File: src/rtl/mem_port_arbiter_if.sv
// mem_port_arbiter_if
//   Bundles the fetch requester, the load/store requester and the memory
//   port of the shared single-port memory arbiter.
//
//   slave  : the arbiter side (takes requests and mem_rdata, drives grants,
//            read returns and the memory strobe/bus).
//   master : the environment side (fetch stage, LS stage and memory array).
//
//   Signals
//     if_req/if_addr                  fetch read request and address
//     if_gnt/if_rvalid/if_rdata       fetch grant pulse and read return
//     ls_req/ls_we/ls_addr/ls_wdata   LS request, direction and operands
//     ls_gnt/ls_rvalid/ls_rdata       LS grant pulse and read return
//     mem_en/mem_we/mem_addr/mem_wdata  memory access strobe and bus
//     mem_rdata                       memory read data
interface mem_port_arbiter_if #(
  parameter int ADDR_W = 8,
  parameter int DATA_W = 16
);
  logic              if_req;
  logic [ADDR_W-1:0] if_addr;
  logic              if_gnt;
  logic              if_rvalid;
  logic [DATA_W-1:0] if_rdata;

  logic              ls_req;
  logic              ls_we;
  logic [ADDR_W-1:0] ls_addr;
  logic [DATA_W-1:0] ls_wdata;
  logic              ls_gnt;
  logic              ls_rvalid;
  logic [DATA_W-1:0] ls_rdata;

  logic              mem_en;
  logic              mem_we;
  logic [ADDR_W-1:0] mem_addr;
  logic [DATA_W-1:0] mem_wdata;
  logic [DATA_W-1:0] mem_rdata;

  modport slave (
    input  if_req, if_addr,
    output if_gnt, if_rvalid, if_rdata,
    input  ls_req, ls_we, ls_addr, ls_wdata,
    output ls_gnt, ls_rvalid, ls_rdata,
    output mem_en, mem_we, mem_addr, mem_wdata,
    input  mem_rdata
  );

  modport master (
    output if_req, if_addr,
    input  if_gnt, if_rvalid, if_rdata,
    output ls_req, ls_we, ls_addr, ls_wdata,
    input  ls_gnt, ls_rvalid, ls_rdata,
    input  mem_en, mem_we, mem_addr, mem_wdata,
    output mem_rdata
  );
endinterface

File: src/rtl/mem_port_arbiter.sv
// mem_port_arbiter
//   Shares the CPU's single-port memory between instruction fetch (IF) and
//   the load/store unit (LS). One transaction is in flight at a time; LS has
//   priority, except that after STARVE_LIM back-to-back LS wins while fetch
//   was waiting, fetch is granted next. Reads wait out the memory's fixed
//   latency and the returned data is steered to the winning requester.
//
//   Ports
//     clk    system clock, rising edge
//     reset  asynchronous, active-low reset (0 = in reset)
//     bus    mem_port_arbiter_if.slave: requests, grants, read returns and
//            the memory port
//     busy   high whenever a transaction is being issued or awaited
//
//   Timing (decision edge N)
//     cycle N+1           : gnt pulse, mem_en (and mem_we for writes)
//     cycle N+1+MEM_LAT   : rvalid + rdata for reads
//     next decision       : end of the first cycle back in IDLE
module mem_port_arbiter #(
  parameter int ADDR_W     = 8,
  parameter int DATA_W     = 16,
  parameter int MEM_LAT    = 1,
  parameter int STARVE_LIM = 4
) (
  input  logic                clk,
  input  logic                reset,
  mem_port_arbiter_if.slave   bus,
  output logic                busy
);

  localparam int CNT_W = $clog2(MEM_LAT + 1);
  localparam int STK_W = $clog2(STARVE_LIM + 1);

  typedef enum logic [1:0] {IDLE, ISSUE, WAIT} state_e;

  // Access latched at the decision edge; it also directly drives the memory
  // bus, so it is only non-zero during ISSUE.
  typedef struct packed {
    logic              we;
    logic [ADDR_W-1:0] addr;
    logic [DATA_W-1:0] wdata;
  } acc_t;

  state_e      state_q,     state_d;
  logic [CNT_W-1:0] cnt_q,  cnt_d;
  logic [STK_W-1:0] streak_q, streak_d;
  logic        win_ls_q,    win_ls_d;
  acc_t        acc_q,       acc_d;
  logic        mem_en_q,    mem_en_d;
  logic        if_gnt_q,    if_gnt_d;
  logic        ls_gnt_q,    ls_gnt_d;
  logic        if_rvalid_q, if_rvalid_d;
  logic        ls_rvalid_q, ls_rvalid_d;
  logic        busy_q,      busy_d;
  logic        rv_d;

  always_comb begin
    state_d  = state_q;
    cnt_d    = cnt_q;
    streak_d = streak_q;
    win_ls_d = win_ls_q;
    acc_d    = '0;
    mem_en_d = 1'b0;
    if_gnt_d = 1'b0;
    ls_gnt_d = 1'b0;

    case (state_q)
      IDLE: begin
        if (bus.if_req || bus.ls_req) begin
          // LS wins unless fetch has been passed over STARVE_LIM times.
          win_ls_d = bus.ls_req &&
                     !(bus.if_req && (streak_q == STK_W'(STARVE_LIM)));
          // An LS win with fetch waiting can only happen below the limit,
          // so the increment never passes STARVE_LIM.
          if (win_ls_d && bus.if_req) streak_d = streak_q + STK_W'(1);
          else                        streak_d = '0;
          if (win_ls_d)
            acc_d = '{we: bus.ls_we, addr: bus.ls_addr, wdata: bus.ls_wdata};
          else
            acc_d = '{we: 1'b0, addr: bus.if_addr, wdata: '0};
          mem_en_d = 1'b1;
          if_gnt_d = !win_ls_d;
          ls_gnt_d = win_ls_d;
          state_d  = ISSUE;
        end
      end
      ISSUE: begin
        if (acc_q.we) begin
          state_d = IDLE;
        end else begin
          state_d = WAIT;
          cnt_d   = CNT_W'(MEM_LAT);
        end
      end
      WAIT: begin
        cnt_d = cnt_q - CNT_W'(1);
        if (cnt_q == CNT_W'(1)) state_d = IDLE;
      end
      default: state_d = IDLE;
    endcase

    // rvalid is registered: raise it for the cycle that will be the last
    // WAIT cycle (counter == 1). Covers MEM_LAT == 1 straight from ISSUE.
    rv_d        = (state_d == WAIT) && (cnt_d == CNT_W'(1));
    if_rvalid_d = rv_d && !win_ls_q;
    ls_rvalid_d = rv_d &&  win_ls_q;
    busy_d      = (state_d != IDLE);
  end

  always_ff @(posedge clk or negedge reset) begin
    if (!reset) begin
      state_q     <= IDLE;
      cnt_q       <= '0;
      streak_q    <= '0;
      win_ls_q    <= 1'b0;
      acc_q       <= '0;
      mem_en_q    <= 1'b0;
      if_gnt_q    <= 1'b0;
      ls_gnt_q    <= 1'b0;
      if_rvalid_q <= 1'b0;
      ls_rvalid_q <= 1'b0;
      busy_q      <= 1'b0;
    end else begin
      state_q     <= state_d;
      cnt_q       <= cnt_d;
      streak_q    <= streak_d;
      win_ls_q    <= win_ls_d;
      acc_q       <= acc_d;
      mem_en_q    <= mem_en_d;
      if_gnt_q    <= if_gnt_d;
      ls_gnt_q    <= ls_gnt_d;
      if_rvalid_q <= if_rvalid_d;
      ls_rvalid_q <= ls_rvalid_d;
      busy_q      <= busy_d;
    end
  end

  assign bus.if_gnt    = if_gnt_q;
  assign bus.ls_gnt    = ls_gnt_q;
  assign bus.if_rvalid = if_rvalid_q;
  assign bus.ls_rvalid = ls_rvalid_q;
  // Read data is a passthrough of the memory, gated so it is 0 off-valid.
  assign bus.if_rdata  = if_rvalid_q ? bus.mem_rdata : '0;
  assign bus.ls_rdata  = ls_rvalid_q ? bus.mem_rdata : '0;
  assign bus.mem_en    = mem_en_q;
  assign bus.mem_we    = acc_q.we;
  assign bus.mem_addr  = acc_q.addr;
  assign bus.mem_wdata = acc_q.wdata;
  assign busy          = busy_q;

endmodule

File: src/flat_wrapper.sv
// flat-port wrapper written by rule: the top's interface ports become plain ports
module mem_port_arbiter_flat 
#(
  parameter int ADDR_W     = 8,
  parameter int DATA_W     = 16,
  parameter int MEM_LAT    = 1,
  parameter int STARVE_LIM = 4
)
  (clk, reset, busy, bus_if_req, bus_if_addr, bus_if_gnt, bus_if_rvalid, bus_if_rdata, bus_ls_req, bus_ls_we, bus_ls_addr, bus_ls_wdata, bus_ls_gnt, bus_ls_rvalid, bus_ls_rdata, bus_mem_en, bus_mem_we, bus_mem_addr, bus_mem_wdata, bus_mem_rdata);
  mem_port_arbiter_if #(.ADDR_W(ADDR_W), .DATA_W(DATA_W)) bus_i ();
  input  logic clk;
  input  logic reset;
  output logic busy;
  input wire logic [$bits(bus_i.if_req)-1:0] bus_if_req;
  input wire logic [$bits(bus_i.if_addr)-1:0] bus_if_addr;
  output wire logic [$bits(bus_i.if_gnt)-1:0] bus_if_gnt;
  output wire logic [$bits(bus_i.if_rvalid)-1:0] bus_if_rvalid;
  output wire logic [$bits(bus_i.if_rdata)-1:0] bus_if_rdata;
  input wire logic [$bits(bus_i.ls_req)-1:0] bus_ls_req;
  input wire logic [$bits(bus_i.ls_we)-1:0] bus_ls_we;
  input wire logic [$bits(bus_i.ls_addr)-1:0] bus_ls_addr;
  input wire logic [$bits(bus_i.ls_wdata)-1:0] bus_ls_wdata;
  output wire logic [$bits(bus_i.ls_gnt)-1:0] bus_ls_gnt;
  output wire logic [$bits(bus_i.ls_rvalid)-1:0] bus_ls_rvalid;
  output wire logic [$bits(bus_i.ls_rdata)-1:0] bus_ls_rdata;
  output wire logic [$bits(bus_i.mem_en)-1:0] bus_mem_en;
  output wire logic [$bits(bus_i.mem_we)-1:0] bus_mem_we;
  output wire logic [$bits(bus_i.mem_addr)-1:0] bus_mem_addr;
  output wire logic [$bits(bus_i.mem_wdata)-1:0] bus_mem_wdata;
  input wire logic [$bits(bus_i.mem_rdata)-1:0] bus_mem_rdata;
  assign bus_i.if_req = bus_if_req;
  assign bus_i.if_addr = bus_if_addr;
  assign bus_if_gnt = bus_i.if_gnt;
  assign bus_if_rvalid = bus_i.if_rvalid;
  assign bus_if_rdata = bus_i.if_rdata;
  assign bus_i.ls_req = bus_ls_req;
  assign bus_i.ls_we = bus_ls_we;
  assign bus_i.ls_addr = bus_ls_addr;
  assign bus_i.ls_wdata = bus_ls_wdata;
  assign bus_ls_gnt = bus_i.ls_gnt;
  assign bus_ls_rvalid = bus_i.ls_rvalid;
  assign bus_ls_rdata = bus_i.ls_rdata;
  assign bus_mem_en = bus_i.mem_en;
  assign bus_mem_we = bus_i.mem_we;
  assign bus_mem_addr = bus_i.mem_addr;
  assign bus_mem_wdata = bus_i.mem_wdata;
  assign bus_i.mem_rdata = bus_mem_rdata;
  mem_port_arbiter #(.ADDR_W(ADDR_W), .DATA_W(DATA_W), .MEM_LAT(MEM_LAT), .STARVE_LIM(STARVE_LIM)) u_core (.clk(clk), .reset(reset), .bus(bus_i), .busy(busy));
endmodule
File: config.mk
export PLATFORM = sky130hd
export DESIGN_NAME = mem_port_arbiter_flat
export DESIGN_NICKNAME = d
export VERILOG_FILES = /design/src/rtl/mem_port_arbiter_if.sv /design/src/rtl/mem_port_arbiter.sv /design/src/flat_wrapper.sv
export SDC_FILE = /design/constraint.sdc
export NUM_CORES = 1
export LEC_CHECK = 0
export BUFFER_PORTS_ARGS = -buffer_cell sky130_fd_sc_hd__buf_2
export CAP_MARGIN = 30
export CORE_MARGIN = 5
export CORE_UTILIZATION = 25
export DETAILED_ROUTE_END_ITERATION = 8
export GPL_TIMING_DRIVEN = 0
export MAX_ROUTING_LAYER = met4
export PLACE_DENSITY = 0.54
export SLEW_MARGIN = 25
export SYNTH_ARGS = -nofsm -noshare
export SYNTH_HDL_FRONTEND = slang
export SYNTH_SLANG_ARGS = --single-unit
File: constraint.sdc
create_clock -name clk -period 4.3 [get_ports clk]
set_clock_uncertainty 0.15 [all_clocks]
set_input_delay 0.86 -clock clk [delete_from_list [all_inputs] [get_ports clk]]
set_output_delay 0.86 -clock clk [all_outputs]
set_load 0.02 [all_outputs]
# After elaboration in Yosys (flattened, before gate mapping)
# Index checks and enable logic that the tools add are counted.
[totals]
regBits = 38
inputBits = 53
output_inout_bits = 63
elab_cells = 50
[classes]
add_sub_neg = 2
n_eq_ne = 4
n_mux = 18
n_reduce_logical = 13
[ops]
columns = ["operator", "count"]
rows = [
  ["25-bit 2-to-1 mux", 3],
  ["16-bit 2-to-1 mux", 2],
  ["1-bit 2-to-1 mux", 7],
  ["1-bit logical AND", 6],
  ["2-bit 2-to-1 mux", 3],
  ["2-bit one-hot mux with 3 select lines", 1],
  ["2-bit == test (second input constant)", 2],
  ["3-bit by 1-bit adder with 3-bit output (second input constant)", 1],
  ["3-bit == test (second input constant)", 1],
  ["1-bit zero test", 3],
  ["3-bit 2-to-1 mux", 1],
  ["2-bit by 1-bit == test with 1-bit output (second input constant)", 1],
  ["2-bit zero test", 1],
  ["1-bit one-hot mux with 2 select lines", 1],
  ["2-bit AND reduction", 1],
  ["2-bit nonzero test", 1],
  ["1-bit logical OR", 1],
  ["1-bit subtractor (second input constant)", 1],
]

# Logic depth before layout (Yosys ltp)
[logic_depth]
word_depth = 7
depth_mapped = 7
depth_no_buf = 7

# Least setup slack after synthesis
# OpenSTA, ideal clock, no wires.
[synth_timing]
path_type = "input port to output port"
start = "in bus_mem_rdata[0]"
end = "out bus_if_rdata[0]"
arrival_time_ns = 1.076
slack_ns = 2.214
stages = 1
path_buffers = 0
path_cell_list = "and2_1"
[synth_via]
elab_chain_cells = 1
[synth_rtl]
columns = ["item", "line_no", "rtl"]
rows = [
  ["start, declared", "flat_wrapper.sv:30", "input wire logic [$bits(bus_i.mem_rdata)-1:0] bus_mem_rdata;"],
  ["16-bit 2-to-1 mux", "mem_port_arbiter.sv:143", "assign bus.if_rdata = if_rvalid_q ? bus.mem_rdata : '0;"],
  ["end, declared", "flat_wrapper.sv:18", "output wire logic [$bits(bus_i.if_rdata)-1:0] bus_if_rdata;"],
]
# Every way passes these cells.

# Final worst setup path
[layout_timing]
start = "reg u_core.ls_rvalid_q (netlist: u_core.bus.ls_rvalid)"
end = "out bus_ls_rdata[14]"
[layout_via]
elab_chain_cells = 1
[layout_rtl]
columns = ["item", "line_no", "rtl"]
rows = [
  ["start, declared", "mem_port_arbiter.sv:53", "logic ls_rvalid_q, ls_rvalid_d;"],
  ["start signal, assigned", "mem_port_arbiter.sv:133", "ls_rvalid_q <= ls_rvalid_d;"],
  ["16-bit 2-to-1 mux", "mem_port_arbiter.sv:144", "assign bus.ls_rdata = ls_rvalid_q ? bus.mem_rdata : '0;"],
  ["end, declared", "flat_wrapper.sv:25", "output wire logic [$bits(bus_i.ls_rdata)-1:0] bus_ls_rdata;"],
]
# Every way passes these cells.

==> flow_metrics.tcl <==
set metrics [dict create \
    tritoncts "done" \
    num_rows 30 \
    setup_total_negative_slack_ns 0 \
    fmax_mhz 416.4 \
    layout-area-overhead-vs-synth_pct 45.76 \
    globalRoute.totalOverflow 0 \
    drt-initial-drc-count 72 \
    hpwl_microns 3537 \
    worst_ir_drop_vdd_uv 315.7 \
    power_frac_comb 0.425 \
    cts-buffers-inserted 5 \
    layout_worst_path_cycle_share 0.5586 \
    power_density_mw_per_mm2 517.4 \
    routed-via-count 1553 \
    ctsResizeCount 0 \
    drt_pass1_iterations 4 \
    syn_avg_cell_area_sq_um 10.67 \
    wire_length_of_the_first_global_routing_pass_microns 7362 \
    cp_cell_sequence "clkbuf_1 -> and2_1 -> buf_2" \
    design.portCount 116 \
    initial_utilization 0.2557 \
    largest_net_degree_at_the_start_of_global_routing 39 \
    gp_congestion 0.7795 \
    timing_worst_setup_path_type "reg2out" \
    hold_viol_final 0 \
    p_total_w 0.001303 \
    setup_viol 0 \
    drv_cap 0 \
    type_of_the_worst_min_delay_path "in2async" \
    design.die.area_sq_mm 0.008674 \
    synth_area_leaders "dfrtp_1, and2_1, ha_1, nand2_1, and2_4" \
    crit_arrival_ns 1.39 \
    synth.cell_area_sq_mm 0.001728 \
    vias_per_cell 4.243 \
    cellInternalPower_w 0.0007980 \
    critical-path-max-stage-delay_ns 0.43 \
    rsz0062_at_grt "no" \
    portion_of_total_power_attributed_to_sequential_cells 0.379 \
    core_region_area_sq_mm 0.006756 \
    r2r.worst_path.cells 6 \
    routed_wire_per_std_cell_microns 12.24 \
    port-buffer-count 115 \
    timing.slew.headroom 0.5952 \
    synth-seq-cells 38 \
    max_slew.worst_pin.slew_ns 0.6031 \
    cp_data_required_time_ns 3.29 \
    drt_drc 0 \
    cpMaxStageDelayCell "dfrtp_1" \
    num-nets-final 345 \
    cts.sink_count 38 \
    yosys.area.top_type_share 0.5503 \
    power.net_switching_w 0.0005052 \
    antenna_left 0 \
    synth_fp_nets 222 \
    globalRouteTotalUtil 0.1085 \
    antenna_cells 0 \
    first_global_vias 1598 \
    cts_buffer_depth 2 \
    critical_path_peak_fanout 10 \
    critPathLaunchType "flop" \
    clock_pin_slew_of_the_registers_on_the_worst_case_setup_and_hold_paths_ns 0.08 \
    final_period_minus_worst_setup_slack_ns 2.402 \
    die_w_microns 93.14 \
    synthCells 162 \
    post-cts-setup-buffers 0 \
    wl_microns 4479 \
    clk-insertion-delay-late_ns 0.29 \
    cts_htree_levels 2 \
    clock_tree.root_cell "clkbuf_8" \
    power.share.switching 0.3876 \
    power.leakage_nw 1.470 \
    pwr-share-clk 0.196 \
    worst_setup_path_end_kind "output pin" \
    cts_hold_buf 0 \
    synth.yosys.warnings 0 \
    slew_violations 0 \
    number_of_distinct_library_cells_after_synthesis 29 \
    synth_area_leader_cell "dfrtp_1" \
    drive_gt1_frac 0.4860 \
    synth.yosys.seq_area_share 0.5503 \
    grt_antenna_before_repair 0 \
    run_status "finished clean" \
    die-height_microns 93.14 \
]
synthesized netlist by cell type:
cell       n
nor4_1     1
mux2i_1    1
and2_1    42
nand2b_1   2
inv_2      1
o31ai_1    2
and3_1     1
nor2_1     3
inv_1      7
and2_4     8
a21boi_1   2
o21a_1     1
o21ai_1    2
clkbuf_1   2
or2_2      1
o22ai_1    1
o21ai_0    2
buf_8      1
ha_1       7
nor4b_2    1
nand2_1   20
a32o_1     1
a21boi_0   1
nand3_1    2
a21oi_1    9
buf_6      1
buf_2      1
dfrtp_1   38
o21ai_2    1
cells by family after synthesis:
group                    Yosys count  share of synthesized area
buffers and inverters             13                    0.03982
multiplexers                       1                   0.005793
adder cells (fa/ha/maj)            7                    0.05069
AO/OA/AOI/OAI                     22                    0.07820
AND/OR/NAND/NOR                   81                     0.2752
flip-flops                        38                     0.5503
registers in the layout (all words and copies together), names as in the netlist:
| signal | cells |
|---|---|
| u_core.streak_q | 3 |
| u_core.busy | 1 |
| u_core.bus.if_gnt | 1 |
| u_core.bus.ls_rvalid | 1 |
| u_core.bus.mem_en | 1 |
| u_core.bus.if_rvalid | 1 |
| u_core.bus.mem_addr | 8 |
| u_core.bus.mem_we | 1 |
| u_core.bus.ls_gnt | 1 |
| u_core.cnt_q | 1 |
| u_core.bus.mem_wdata | 16 |
| u_core.state_q | 2 |
| u_core.win_ls_q | 1 |
layout make-up:
class | instances | area (sq um)
Fill cell | 692 | 4238
Sequential cell | 38 | 950.9
Multi-Input combinational cell | 111 | 708.2
Timing Repair Buffer | 116 | 595.6
Tap cell | 80 | 100.1
Clock buffer | 6 | 82.58
Buffer | 5 | 38.79
Inverter | 8 | 30.03
Clock inverter | 2 | 12.51
per-layer routing:
metal  wire (microns)  share of wire  track usage  vias up
met5                0              0            -        -
met4               33         0.0074      0.02930        0
met3              663           0.15      0.05310        5
met2             1904           0.43       0.1662      100
met1             1878           0.42       0.1273      687
li1                 -              -            -      761
layout by cell type (no fill, tap or decap), drive strengths merged:
cell type and n:
o31ai 2, o21a 1, nand2b 2, and2 50, or2 1, clkinv 1
nor4b 1, inv 8, nand2 20, o21ai 5, clkbuf 8, clkinvlp 1
buf 119, nor4 1, a21oi 9, a32o 1, o22ai 1, a21boi 3
nor2 3, ha 7, nand3 2, mux2i 1, dfrtp 38, and3 1
path summary, 6_finish.rpt:
check / endpoint / slack, ns / start
setup / recovery: bus_ls_rdata[14] / 1.90 / u_core.bus.ls_rvalid
hold / removal: u_core.bus.mem_wdata[15] / 0.30 / reset
setup reg to reg: u_core.bus.if_rvalid / 2.56 / u_core.state_q[0]
hold reg to reg: u_core.bus.if_rvalid / 0.33 / u_core.win_ls_q
max in group asynchronous: u_core.busy / 3.26 / reset
min in group clk: u_core.bus.if_rvalid / 0.33 / u_core.win_ls_q
per-stage QoR:
| step | utilization | hold WS, ns | setup WS, ns | std cells | instance area (sq um) |
|---|---|---|---|---|---|
| 2_1_floorplan | - | 0.2752 | 2.214 | 162 | 1728 |
| 4_1_cts | 0.3698 | 0.3376 | 1.854 | 365 | 2499 |
| 3_3_place_gp | 0.3557 | 0.3200 | 2.023 | 357 | 2404 |
| 6_report | 0.3728 | 0.2972 | 1.898 | 366 | 2519 |
| 3_5_place_dp | 0.3557 | 0.3277 | 2.020 | 357 | 2404 |
| 5_1_grt | 0.3728 | 0.3114 | 1.761 | 366 | 2519 |
worst max-delay path: cells and delay by family (launching register included):
family / cells / cell delay [ns]
flops: 1 / 0.43
simple gates: 1 / 0.20
buf+inv: 2 / 0.47
power groups by stage:
stage	sequential [W]	combinational (W)	clock (W)
after detailed placement	0.000503	0.000560	0
after floorplan	0.000580	0.000287	0
final	0.000493	0.000554	0.000255
after global routing	0.000509	0.000620	0.000281
after CTS	0.000496	0.000562	0.000265
after global placement	0.000499	0.000554	0
Power figures use the tool's default switching activity.
